--- src/rtl/edge_pkg.sv ---
// edge_pkg: shared definitions for the edge-detector frame sequencer.
//   seq_state_e  : sequencer FSM states
//   stage_idx_t  : default-width stage index (STG_BITS_DEF bits)
//   BUF_AT_START : frame buffer read by stage 0 of every frame
package edge_pkg;

   typedef enum logic [1:0] {IDLE, CLEAR, RUN, FINISH} seq_state_e;

   localparam int STG_BITS_DEF = 4;

   typedef logic [STG_BITS_DEF-1:0] stage_idx_t;

   localparam logic BUF_AT_START = 1'b0;

endpackage

--- src/rtl/seq_wdog.sv ---
// seq_wdog: run-cycle watchdog for one sequencer stage.
// Built only when SEQ_WDOG_EN is defined.
// Ports:
//   clk, rst_n : clock, asynchronous active-low reset
//   clear      : zero the counter (stage CLEAR cycle)
//   enable     : count this cycle (stage RUN cycle)
//   expired    : high in the LIMIT-th consecutive enabled cycle
module seq_wdog #(
   parameter int LIMIT = 20
) (
   input  logic clk,
   input  logic rst_n,
   input  logic clear,
   input  logic enable,
   output logic expired
);

   localparam int CW = $clog2(LIMIT + 1);

   logic [CW-1:0] count;

   // The counter stops at LIMIT so it can never wrap and miss a second expiry.
   always_ff @(posedge clk or negedge rst_n) begin
      if (!rst_n)
         count <= '0;
      else if (clear)
         count <= '0;
      else if (enable && count != CW'(LIMIT))
         count <= count + CW'(1);
   end

   // count holds the number of run cycles already completed, so the
   // LIMIT-th run cycle is the one where it reads LIMIT-1.
   assign expired = enable && (count == CW'(LIMIT - 1));

endmodule

--- src/rtl/edge_stage_seq.sv ---
// edge_stage_seq: frame-level sequencer for the edge-detector datapath.
// Runs NUM_STAGES pixel kernels one after another over two ping-pong frame
// buffers: per stage it pulses that stage's counter clear for one cycle,
// holds run until the stage reports done, then swaps the buffers.
// Ports:
//   clk, rst_n  : clock, asynchronous active-low reset
//   start       : 1-cycle frame request, ignored while busy
//   abort       : drop the current frame, back to idle without frame_done
//   busy        : frame in progress
//   frame_done  : 1-cycle pulse after the last stage finishes
//   cur_stage   : index of the stage being cleared or run
//   stg_clr_n   : per-stage active-low counter clear
//   stg_run     : per-stage run enable, one-hot or zero
//   stg_done    : per-stage done, high on that stage's final-pixel cycle
//   src_sel     : frame buffer read by the active stage
//   dst_sel     : frame buffer written by the active stage (~src_sel)
//   err_wdog    : sticky watchdog error, cleared by the next accepted start
// Optional feature: define SEQ_WDOG_EN to build the per-stage run watchdog;
// without it err_wdog is tied low and a stage may run indefinitely.
module edge_stage_seq
   import edge_pkg::*;
#(
   parameter int NUM_STAGES = 3,
   parameter int STG_BITS   = STG_BITS_DEF,
   parameter int IMG_WD     = 640,
   parameter int IMG_HT     = 480,
   parameter int WDOG_CYC   = IMG_WD * IMG_HT + 16
) (
   input  logic                  clk,
   input  logic                  rst_n,
   input  logic                  start,
   input  logic                  abort,
   output logic                  busy,
   output logic                  frame_done,
   output logic [STG_BITS-1:0]   cur_stage,
   output logic [NUM_STAGES-1:0] stg_clr_n,
   output logic [NUM_STAGES-1:0] stg_run,
   input  logic [NUM_STAGES-1:0] stg_done,
   output logic                  src_sel,
   output logic                  dst_sel,
   output logic                  err_wdog
);

   localparam logic [NUM_STAGES-1:0] FIRST_CLR_N = ~NUM_STAGES'(1);
   localparam logic [STG_BITS-1:0]   LAST_STAGE  = STG_BITS'(NUM_STAGES - 1);

   if (NUM_STAGES < 1 || NUM_STAGES > 16) begin : g_bad_num_stages
      $error("edge_stage_seq: NUM_STAGES must be 1..16");
   end
   if ((1 << STG_BITS) < NUM_STAGES) begin : g_bad_stg_bits
      $error("edge_stage_seq: STG_BITS too narrow for NUM_STAGES");
   end
   if (WDOG_CYC < 1) begin : g_bad_wdog_cyc
      $error("edge_stage_seq: WDOG_CYC must be positive");
   end

   seq_state_e state;
   logic       done_sel;
   logic       wdog_expired;

   // stg_run is one-hot on the active stage during RUN, so masking with it
   // picks that stage's done and ignores the others without an index.
   assign done_sel = |(stg_done & stg_run);

`ifdef SEQ_WDOG_EN
   seq_wdog #(
      .LIMIT (WDOG_CYC)
   ) u_wdog (
      .clk     (clk),
      .rst_n   (rst_n),
      .clear   (state == CLEAR),
      .enable  (state == RUN),
      .expired (wdog_expired)
   );

   // Error flag is set on the cycle the watchdog forces the FSM home and
   // survives until the host accepts a fresh frame.
   always_ff @(posedge clk or negedge rst_n) begin
      if (!rst_n)
         err_wdog <= 1'b0;
      else if (state == IDLE && start && !abort)
         err_wdog <= 1'b0;
      else if (state == RUN && !abort && !done_sel && wdog_expired)
         err_wdog <= 1'b1;
   end
`else
   assign wdog_expired = 1'b0;
   assign err_wdog     = 1'b0;
`endif

   // Sequencer FSM with all outputs registered. Abort outranks everything
   // except reset; a stage's done outranks a simultaneous watchdog expiry.
   always_ff @(posedge clk or negedge rst_n) begin
      if (!rst_n) begin
         state      <= IDLE;
         busy       <= 1'b0;
         frame_done <= 1'b0;
         cur_stage  <= '0;
         stg_clr_n  <= '1;
         stg_run    <= '0;
         src_sel    <= BUF_AT_START;
         dst_sel    <= ~BUF_AT_START;
      end else if (abort && state != IDLE) begin
         state      <= IDLE;
         busy       <= 1'b0;
         frame_done <= 1'b0;
         cur_stage  <= '0;
         stg_clr_n  <= '1;
         stg_run    <= '0;
         src_sel    <= BUF_AT_START;
         dst_sel    <= ~BUF_AT_START;
      end else begin
         case (state)
            IDLE: begin
               frame_done <= 1'b0;
               if (start && !abort) begin
                  state     <= CLEAR;
                  busy      <= 1'b1;
                  cur_stage <= '0;
                  stg_clr_n <= FIRST_CLR_N;
                  src_sel   <= BUF_AT_START;
                  dst_sel   <= ~BUF_AT_START;
               end
            end
            CLEAR: begin
               state     <= RUN;
               stg_run   <= ~stg_clr_n;
               stg_clr_n <= '1;
            end
            RUN: begin
               if (done_sel) begin
                  stg_run <= '0;
                  if (cur_stage != LAST_STAGE) begin
                     state     <= CLEAR;
                     cur_stage <= cur_stage + STG_BITS'(1);
                     stg_clr_n <= ~(stg_run << 1);
                     src_sel   <= ~src_sel;
                     dst_sel   <= src_sel;
                  end else begin
                     state      <= FINISH;
                     frame_done <= 1'b1;
                  end
               end else if (wdog_expired) begin
                  state     <= IDLE;
                  busy      <= 1'b0;
                  cur_stage <= '0;
                  stg_run   <= '0;
                  src_sel   <= BUF_AT_START;
                  dst_sel   <= ~BUF_AT_START;
               end
            end
            FINISH: begin
               state      <= IDLE;
               busy       <= 1'b0;
               frame_done <= 1'b0;
               cur_stage  <= '0;
               src_sel    <= BUF_AT_START;
               dst_sel    <= ~BUF_AT_START;
            end
            default: begin
               state <= IDLE;
            end
         endcase
      end
   end

endmodule
--- config.mk ---
export PLATFORM = sky130hd
export DESIGN_NAME = edge_stage_seq
export DESIGN_NICKNAME = d
export VERILOG_FILES = /design/src/rtl/edge_pkg.sv /design/src/rtl/seq_wdog.sv /design/src/rtl/edge_stage_seq.sv
export SDC_FILE = /design/constraint.sdc
export NUM_CORES = 1
export LEC_CHECK = 0
export BUFFER_PORTS_ARGS = -buffer_cell sky130_fd_sc_hd__buf_4
export CAP_MARGIN = 20
export CORE_ASPECT_RATIO = 1.2
export CORE_MARGIN = 2
export CORE_UTILIZATION = 40
export CTS_BUF_LIST = sky130_fd_sc_hd__clkbuf_8 sky130_fd_sc_hd__clkbuf_16
export CTS_CLUSTER_DIAMETER = 50
export DETAILED_ROUTE_END_ITERATION = 16
export HOLD_SLACK_MARGIN = 0.05
export PLACE_DENSITY = 0.69
export SLEW_MARGIN = 20
export SYNTH_ARGS = -nofsm -noshare
export SYNTH_HDL_FRONTEND = slang
export SYNTH_SLANG_ARGS = --single-unit
--- constraint.sdc ---
create_clock -name clk -period 3.6 [get_ports clk]
set_clock_uncertainty 0.2 [all_clocks]
set_input_delay 0.36 -clock clk [delete_from_list [all_inputs] [get_ports clk]]
set_output_delay 0.36 -clock clk [all_outputs]
set_load 0.01 [all_outputs]
==> results of run 1 <==
## where the power goes
| group | internal (mW) | switching [mW] |
|---|---|---|
| clock network | 0.0756 | 0.0602 |
| registers | 0.248 | 0.0506 |
| logic | 0.238 | 0.267 |
## metal layers
metal  part of all wire (%)  up-vias  global-route usage (%)
li1                       -      379                       -
met2                     51       19                   28.77
met1                     43      374                   17.53
met5                      0        -                       0
met3                    3.7        3                   2.320
met4                    1.4        0                   7.347
## worst max-delay path by stage
stage	cells past startpoint	end
2_1_floorplan	7	cur_stage[1]
3_3_place_gp	5	cur_stage[1]
3_5_place_dp	5	src_sel
4_1_cts	6	stg_run[0]
5_1_grt	6	stg_run[1]
6_report	6	stg_run[0]
## sequential cells by signal, summed over array words and instances, names as in the netlist
name / flops
cur_stage: 4
stg_run: 3
stg_clr_n: 3
src_sel: 1
state: 2
frame_done: 1
busy: 1
dst_sel: 1
## layout make-up
class | count | share of cell area, %
Sequential cell | 16 | 34.39
Inverter | 8 | 2.548
Tap cell | 31 | 3.291
Clock inverter | 1 | 0.3185
Clock buffer | 3 | 3.503
Timing Repair Buffer | 21 | 13.59
Multi-Input combinational cell | 66 | 42.36
## kinds of logic (layout without fill, tap and decap cells)
kind of cell    after synthesis  count (layout)  share of synthesized area, %
simple gates                 26              26                         14.58
buf+inv                      12              33                         5.860
other cells                   1               1                        0.3903
mux                          10              10                         12.11
fa+ha+maj                     6               6                         7.812
flops                        16              16                         42.19
compound gates               23              23                         17.06
## critical path, cell delays in order, from the launching register on
cell and delay (ps):
dfrtp_1 430, inv_1 110, ha_1 270, nor2b_1 400, nor2_1 160, a21oi_1 300, mux2_2 370
## placed cells by master (no fill, tap or decap), drive strengths merged, types with 4 or more instances in the layout
cell type and n:
buf 20, dfrtp 12, inv 9, mux2 7
a21oi 6, nor2 6, ha 6, nand2 4
nor3 4, dfstp 4
## through the flow
stage / util, % / hold slack [ps] / power (mW) / instances
detailed placement: 49.23 / 34.75 / 0.8095 / 141
finish: 51.64 / 140.9 / 0.9397 / 146
CTS: 51.64 / 135.7 / 0.9511 / 146
global route: 51.64 / 152.2 / 1.018 / 146
global placement: 49.23 / 29.43 / 0.7964 / 141
floorplan: - / -135.6 / 0.6752 / 94
## timing repair
item | CTS | global route
gates resized for setup | 0 | 0
setup endpoints to repair | 0 | 0
endpoints found under the hold margin | 16 | 0
hold buffers | 1 | 0
==> run summary, run 1 <==
Drt wl/cell = 13.54 um
# setup viols final = 0
Total CTS buffers = 3
Ratio of cells with drive above 1 in the final layout = 29.57%
H-tree depth = 1
CORE AREA = 0.002282 sq mm
Ports = 22
Drt pass-1 iters = 4
Largest net degree at the start of global routing = 17
Post-route cell area = 0.001179 sq mm
Post-CTS setup buffer count = 0
Vert. Die Dim = 57.69 um
Seq. cell area = 405.4 sq um
Reg2reg end = stg_run[0]
Vias = 775
Slew at the pin closest to its max-slew limit = 943.6 ps
WHS Path Cells = 2
Site row count = 19
Register area share after synthesis = 42.19%
Total gr overflow = 0
# Max-Cap Violations = 0
Drt drc = 0
Register bit count reported by yosys = 16
CP Class = reg2reg
Port bufs = 20
RR Startpoint = state[0]
Cells after Synth = 94
CP Capture Type = flop
Post-place setup slack = 1203 ps
Mapped cell area = 960.9 sq um
Initial antenna violation count = 0
Worst r2r path cells = 6
Worst-path fanout max = 7
RSZ-0062 raised after global routing = no
Full die area = 0.002812 sq mm
Hold path startpoint = abort
Die X-Extent = 48.74 um
Netlist cell types = 36
Total GRT Usage = 15.53%
Period minus WS final = 2355 ps
Routability cong. = 0.8093
Initial DRC count = 9
DP Wirelength = 1546 um
First-pass GRT wire length = 3422 um
Clock tree buffer depth = 2
Leak = 0.5745 nW
Status = complete, no violations
Total Wirelength = 1977 um
Final WS setup = 1245 ps
Pwr/cell area = 797.3 mW/mm^2
Nets@finish = 129
WP data arrival = 2290 ps
CP startpoint = state[0]
Syn avg cell area = 10.22 sq um
Antenna-violating nets left = 0
Area added between synthesis and finish = 22.66%
Initial Util = 42.11%
Fillers = 221
Slew HR = 37.09%
Post-DR vias/cell = 5.308
Worst skew pair latency = 250 ps
Top post-synthesis cells by area = dfrtp_1, dfstp_2, ha_1, mux2_2, a21oi_1
Slew Limit Fails = 0
Synthesized Nets = 107
Dominant cell type by area after synthesis = dfrtp_1
CTS tree = yes
Final hold viol count = 0
Asr flop ratio synth = 100.0%
Post-synth EDFFs = 0
Most common cell in the netlist = dfrtp_1
Worst hold path class = in2reg
Setup TNS = 0 ps
Worst VDD drop = 0.4308 mV
YS warnings = 0
CTS sink cnt = 16
Hold Path Sink = busy
Worst EP required = 3540 ps
Max Clk Rate = 424.6 MHz
Final worst-path cycle share = 65.42%
Vias in the first global route = 783
Crit start category = flop
Synth Flop Type = dfrtp_1
Clock root buffer = clkbuf_8
Reg-to-reg slack, setup = 1250 ps
Commonest cells post-synth = dfrtp_1, inv_1, a21oi_1, ha_1, nor2_1
Yosys top cell area share = 31.25%
Clk slew on worst S/H paths = 60 ps
Multi-input gate area = 499.2 sq um
DP Area = 0.001124 sq mm
Antenna fix cells = 0
(Power assumes the default switching activity.)
==> run 2, diff against run 1 <==
--- a/config.mk
+++ b/config.mk
@@ -5,6 +5,7 @@
 export SDC_FILE = /design/constraint.sdc
 export NUM_CORES = 1
 export LEC_CHECK = 0
+export ABC_AREA = 1
 export BUFFER_PORTS_ARGS = -buffer_cell sky130_fd_sc_hd__buf_4
 export CAP_MARGIN = 20
 export CORE_ASPECT_RATIO = 1.2
==> constraint.sdc (replaced) <==
create_clock -name clk -period 2.2 [get_ports clk]
set_clock_uncertainty 0.2 [all_clocks]
set_input_delay 0.22 -clock clk [delete_from_list [all_inputs] [get_ports clk]]
set_output_delay 0.22 -clock clk [all_outputs]
set_load 0.01 [all_outputs]
==> run summary, run 2 <==
DP Wirelength = 1705 um (was 1546 um)
Worst-path fanout max = 14 (was 7)
Initial DRC count = 25 (was 9)
Clk slew on worst S/H paths = 60 ps (about the same)
Port bufs = 20 (unchanged)
Final hold viol count = 0 (unchanged)
Register bit count reported by yosys = 16 (unchanged)
Largest net degree at the start of global routing = 17 (unchanged)
Max Clk Rate = 508.5 MHz (was 424.6 MHz)
Vias in the first global route = 872 (was 783)
Final worst-path cycle share = 89.39% (was 65.42%)
YS warnings = 0 (unchanged)
Clock tree buffer depth = 2 (unchanged)
Most frequent cells in the layout = nand2_1, buf_4, nor2_1, inv_1, nand3_1 (was buf_4, dfrtp_1, inv_1)
# setup viols final = 0 (unchanged)
Period minus WS final = 1967 ps (was 2355 ps)
Worst VDD drop = 0.6923 mV (was 0.4308 mV)
Commonest cells post-synth = nand2_1, nor2_1, inv_1, nand3_1, dfrtp_1 (was dfrtp_1, inv_1, a21oi_1, ha_1, nor2_1)
CP startpoint = state[1] (was state[0])
Seq. cell area = 405.4 sq um (unchanged)
RSZ-0062 raised after global routing = no (unchanged)
Slew Limit Fails = 0 (unchanged)
CP Class = reg2reg (unchanged)
Post-DR vias/cell = 4.857 (was 5.308)
Die X-Extent = 50.21 um (was 48.74 um)
Synth Flop Type = dfrtp_1 (unchanged)
Buf/Inv on CP = 3 (was 1)
Drt drc = 0 (unchanged)
Dominant cell type by area after synthesis = dfrtp_1 (unchanged)
CP Capture Type = flop (unchanged)
Pwr Total = 1.729 mW (was 0.9397 mW)
Cell chain of the critical path = inv_1, ha_1, inv_2, nand2_4, nand2_4, nor2_4, nor2_4, buf_12, nand2_4, nand2_1, nand2_1 (was inv_1, ha_1, nor2b_1, nor2_1, a21oi_1, mux2_2)
CTS tree = yes (unchanged)
Final core occ = 51.36% (was 51.64%)
Sequential Power Share = 30.6% (was 31.8%)
Cells after Synth = 139 (was 94)
CTS sink cnt = 16 (unchanged)
Mapped cell area = 0.001025 sq mm (was 960.9 sq um)
Post-synth EDFFs = 0 (unchanged)
Power share of the clock group = 12.7% (was 14.5%)
Leak = 0.6910 nW (was 0.5745 nW)
Ports = 22 (unchanged)
CTS resizes = 0 (unchanged)
Worst r2r path cells = 11 (was 6)
Largest stage delay, worst path = 470 ps (was 430 ps)
Sw Share = 44.33% (was 40.22%)
Fillers = 250 (was 221)
Dpl cells = 190 (was 141)
Initial Util = 41.36% (was 42.11%)
Full die area = 0.002984 sq mm (was 0.002812 sq mm)
Total gr overflow = 0 (unchanged)
CORE AREA = 0.002477 sq mm (was 0.002282 sq mm)
Logic pwr share = 56.7% (was 53.8%)
Vias = 952 (was 775)
Reg2reg end = cur_stage[2] (was stg_run[0])
WP data arrival = 1900 ps (was 2290 ps)
Area added between synthesis and finish = 24.18% (was 22.66%)
Total CTS buffers = 3 (unchanged)
Hold path startpoint = abort (unchanged)
Worst EP required = 2130 ps (was 3540 ps)
Drt pass-1 iters = 4 (unchanged)
Ratio of cells with drive above 1 in the final layout = 23.31% (was 29.57%)
Antenna-violating nets left = 0 (unchanged)
Max stage delay cell, worst path = dfrtp_1 (unchanged)
Vert. Die Dim = 59.45 um (was 57.69 um)
Yosys top cell area share = 29.30% (was 31.25%)
Post-route cell area = 0.001272 sq mm (was 0.001179 sq mm)
Register area share after synthesis = 39.56% (was 42.19%)
Clock root buffer = clkbuf_8 (unchanged)
Netlist cell types = 21 (was 36)
Routability cong. = 0.7856 (was 0.8093)
Crit start category = flop (unchanged)
Biggest register = cur_stage (unchanged)
Asr flop ratio synth = 100.0% (unchanged)
Commonest non-fill, non-tap cell in the layout = nand2_1 (was buf_4)
Setup TNS = 0 ps (unchanged)
P_int = 0.9629 mW (was 0.5617 mW)
Reg-to-reg slack, setup = 230 ps (was 1250 ps)
Antenna fix cells = 0 (unchanged)
Top post-synthesis cells by area = dfrtp_1, nand2_1, dfstp_2, ha_1, nand3_1 (was dfrtp_1, dfstp_2, ha_1, mux2_2, a21oi_1)
Most common cell in the netlist = nand2_1 (was dfrtp_1)
Syn avg cell area = 7.372 sq um (was 10.22 sq um)
Pwr/cell area = 1359 mW/mm^2 (was 797.3 mW/mm^2)
CP most frequent cell = nand2_4
Drt wl/cell = 11.33 um (was 13.54 um)
Total Wirelength = 2221 um (was 1977 um)
Hold Path Sink = state[1] (was busy)
Initial antenna violation count = 0 (unchanged)
DP Area = 0.001197 sq mm (was 0.001124 sq mm)
Top Registers = cur_stage: 4 flops, stg_clr_n: 3 flops, stg_run: 3 flops (unchanged)
Site row count = 20 (was 19)
Post-route insts no fill = 196 (was 146)
Cell family with the largest share of critical-path delay = simple AND/OR/NAND/NOR gates (unchanged)
Status = complete, no violations (unchanged)
Max FFs per register = 4 (unchanged)
Total GRT Usage = 17.20% (was 15.53%)
RR Startpoint = state[1] (was state[0])
H-tree depth = 1 (unchanged)
Nets@finish = 177 (was 129)
Switching power = 0.7666 mW (was 0.3780 mW)
Multi-input gate area = 544.3 sq um (was 499.2 sq um)
Worst skew pair latency = 250 ps (about the same)
Synthesized Nets = 152 (was 107)
# Max-Cap Violations = 0 (unchanged)
First-pass GRT wire length = 3829 um (was 3422 um)
WHS Path Cells = 4 (was 2)
Worst hold path class = in2reg (unchanged)
[run 2: changes by cell type after synthesis, sizes merged, moves of 3 or more]
| cell | previous run | this run |
|---|---|---|
| nor2 | 6 | 20 |
| mux2 | 7 | 0 |
| inv | 8 | 15 |
| a21oi | 6 | 3 |
| nand3 | 2 | 13 |
| mux2i | 3 | 0 |
| nor3b | 3 | 0 |
| nand2 | 4 | 49 |
| a211oi | 3 | 0 |
| o21ai | 3 | 6 |
[run 2: area by class of cell]
cell class / instances / area share, %
clock buffers: 3 / 3.245
clock inverters: 1 / 0.2950
inverters: 15 / 4.425
multi-input cells: 106 / 42.77
flip-flops and latches: 16 / 31.86
well taps: 33 / 3.245
repair buffers: 22 / 14.16
[run 2: how the worst max path moves through the flow]
stage                              end  slack (ps)  depth (start not counted)
after floorplan           cur_stage[2]         490                          9
after global placement    cur_stage[2]         260                         10
after detailed placement  cur_stage[1]         220                         10
after CTS                 cur_stage[2]         180                         10
after global routing      cur_stage[2]          80                         11
final                     cur_stage[2]         230                         11
[run 2: worst reg2reg max path: cells and delay by family, from the launching register on]
kind          cells  cell delay (ps)
fa+ha+maj         1              230
buf+inv           3              360
flops             1              470
simple gates      7              570
[run 2: power groups by stage]
| stage | logic (mW) | clock network, mW | registers, mW |
|---|---|---|---|
| global placement | 0.909 | 0 | 0.528 |
| global route | 1.12 | 0.245 | 0.547 |
| floorplan | 0.640 | 0 | 0.552 |
| finish | 0.980 | 0.220 | 0.529 |
| CTS | 0.935 | 0.227 | 0.530 |
| detailed placement | 0.927 | 0 | 0.534 |
[run 2: cells by family after synthesis]
family	count (synthesis)	synth area share, %
flops	16	39.56
simple gates	88	39.56
xor+xnor	1	0.8549
compound gates	10	5.006
buf+inv	17	7.326
fa+ha+maj	6	7.326
other cells	1	0.3659
[run 2: what timing repair did]
item | in CTS | in global routing
hold endpoints to repair | 16 | 0
hold buffers | 1 | 0
endpoints found under the setup margin | 0 | 5
setup buffers | 0 | 1
[run 2: metrics by stage]
| step | hold WS, ps | setup slack, ps |
|---|---|---|
| 6_report | 106.4 | 233.5 |
| 4_1_cts | 115.9 | 178.4 |
| 2_1_floorplan | -275.6 | 491.6 |
| 5_1_grt | 141.4 | 75.49 |
| 3_5_place_dp | -107.4 | 219.9 |
| 3_3_place_gp | -106.6 | 258.9 |
[run 2: metal layers]
layer | global-route usage [%] | routed length, um | up-vias
met2 | 30.83 | 1153 | 23
met5 | 0 | 0 | -
met4 | 9.524 | 46 | 0
met1 | 19.33 | 932 | 438
met3 | 2.778 | 88 | 7
li1 | - | - | 484
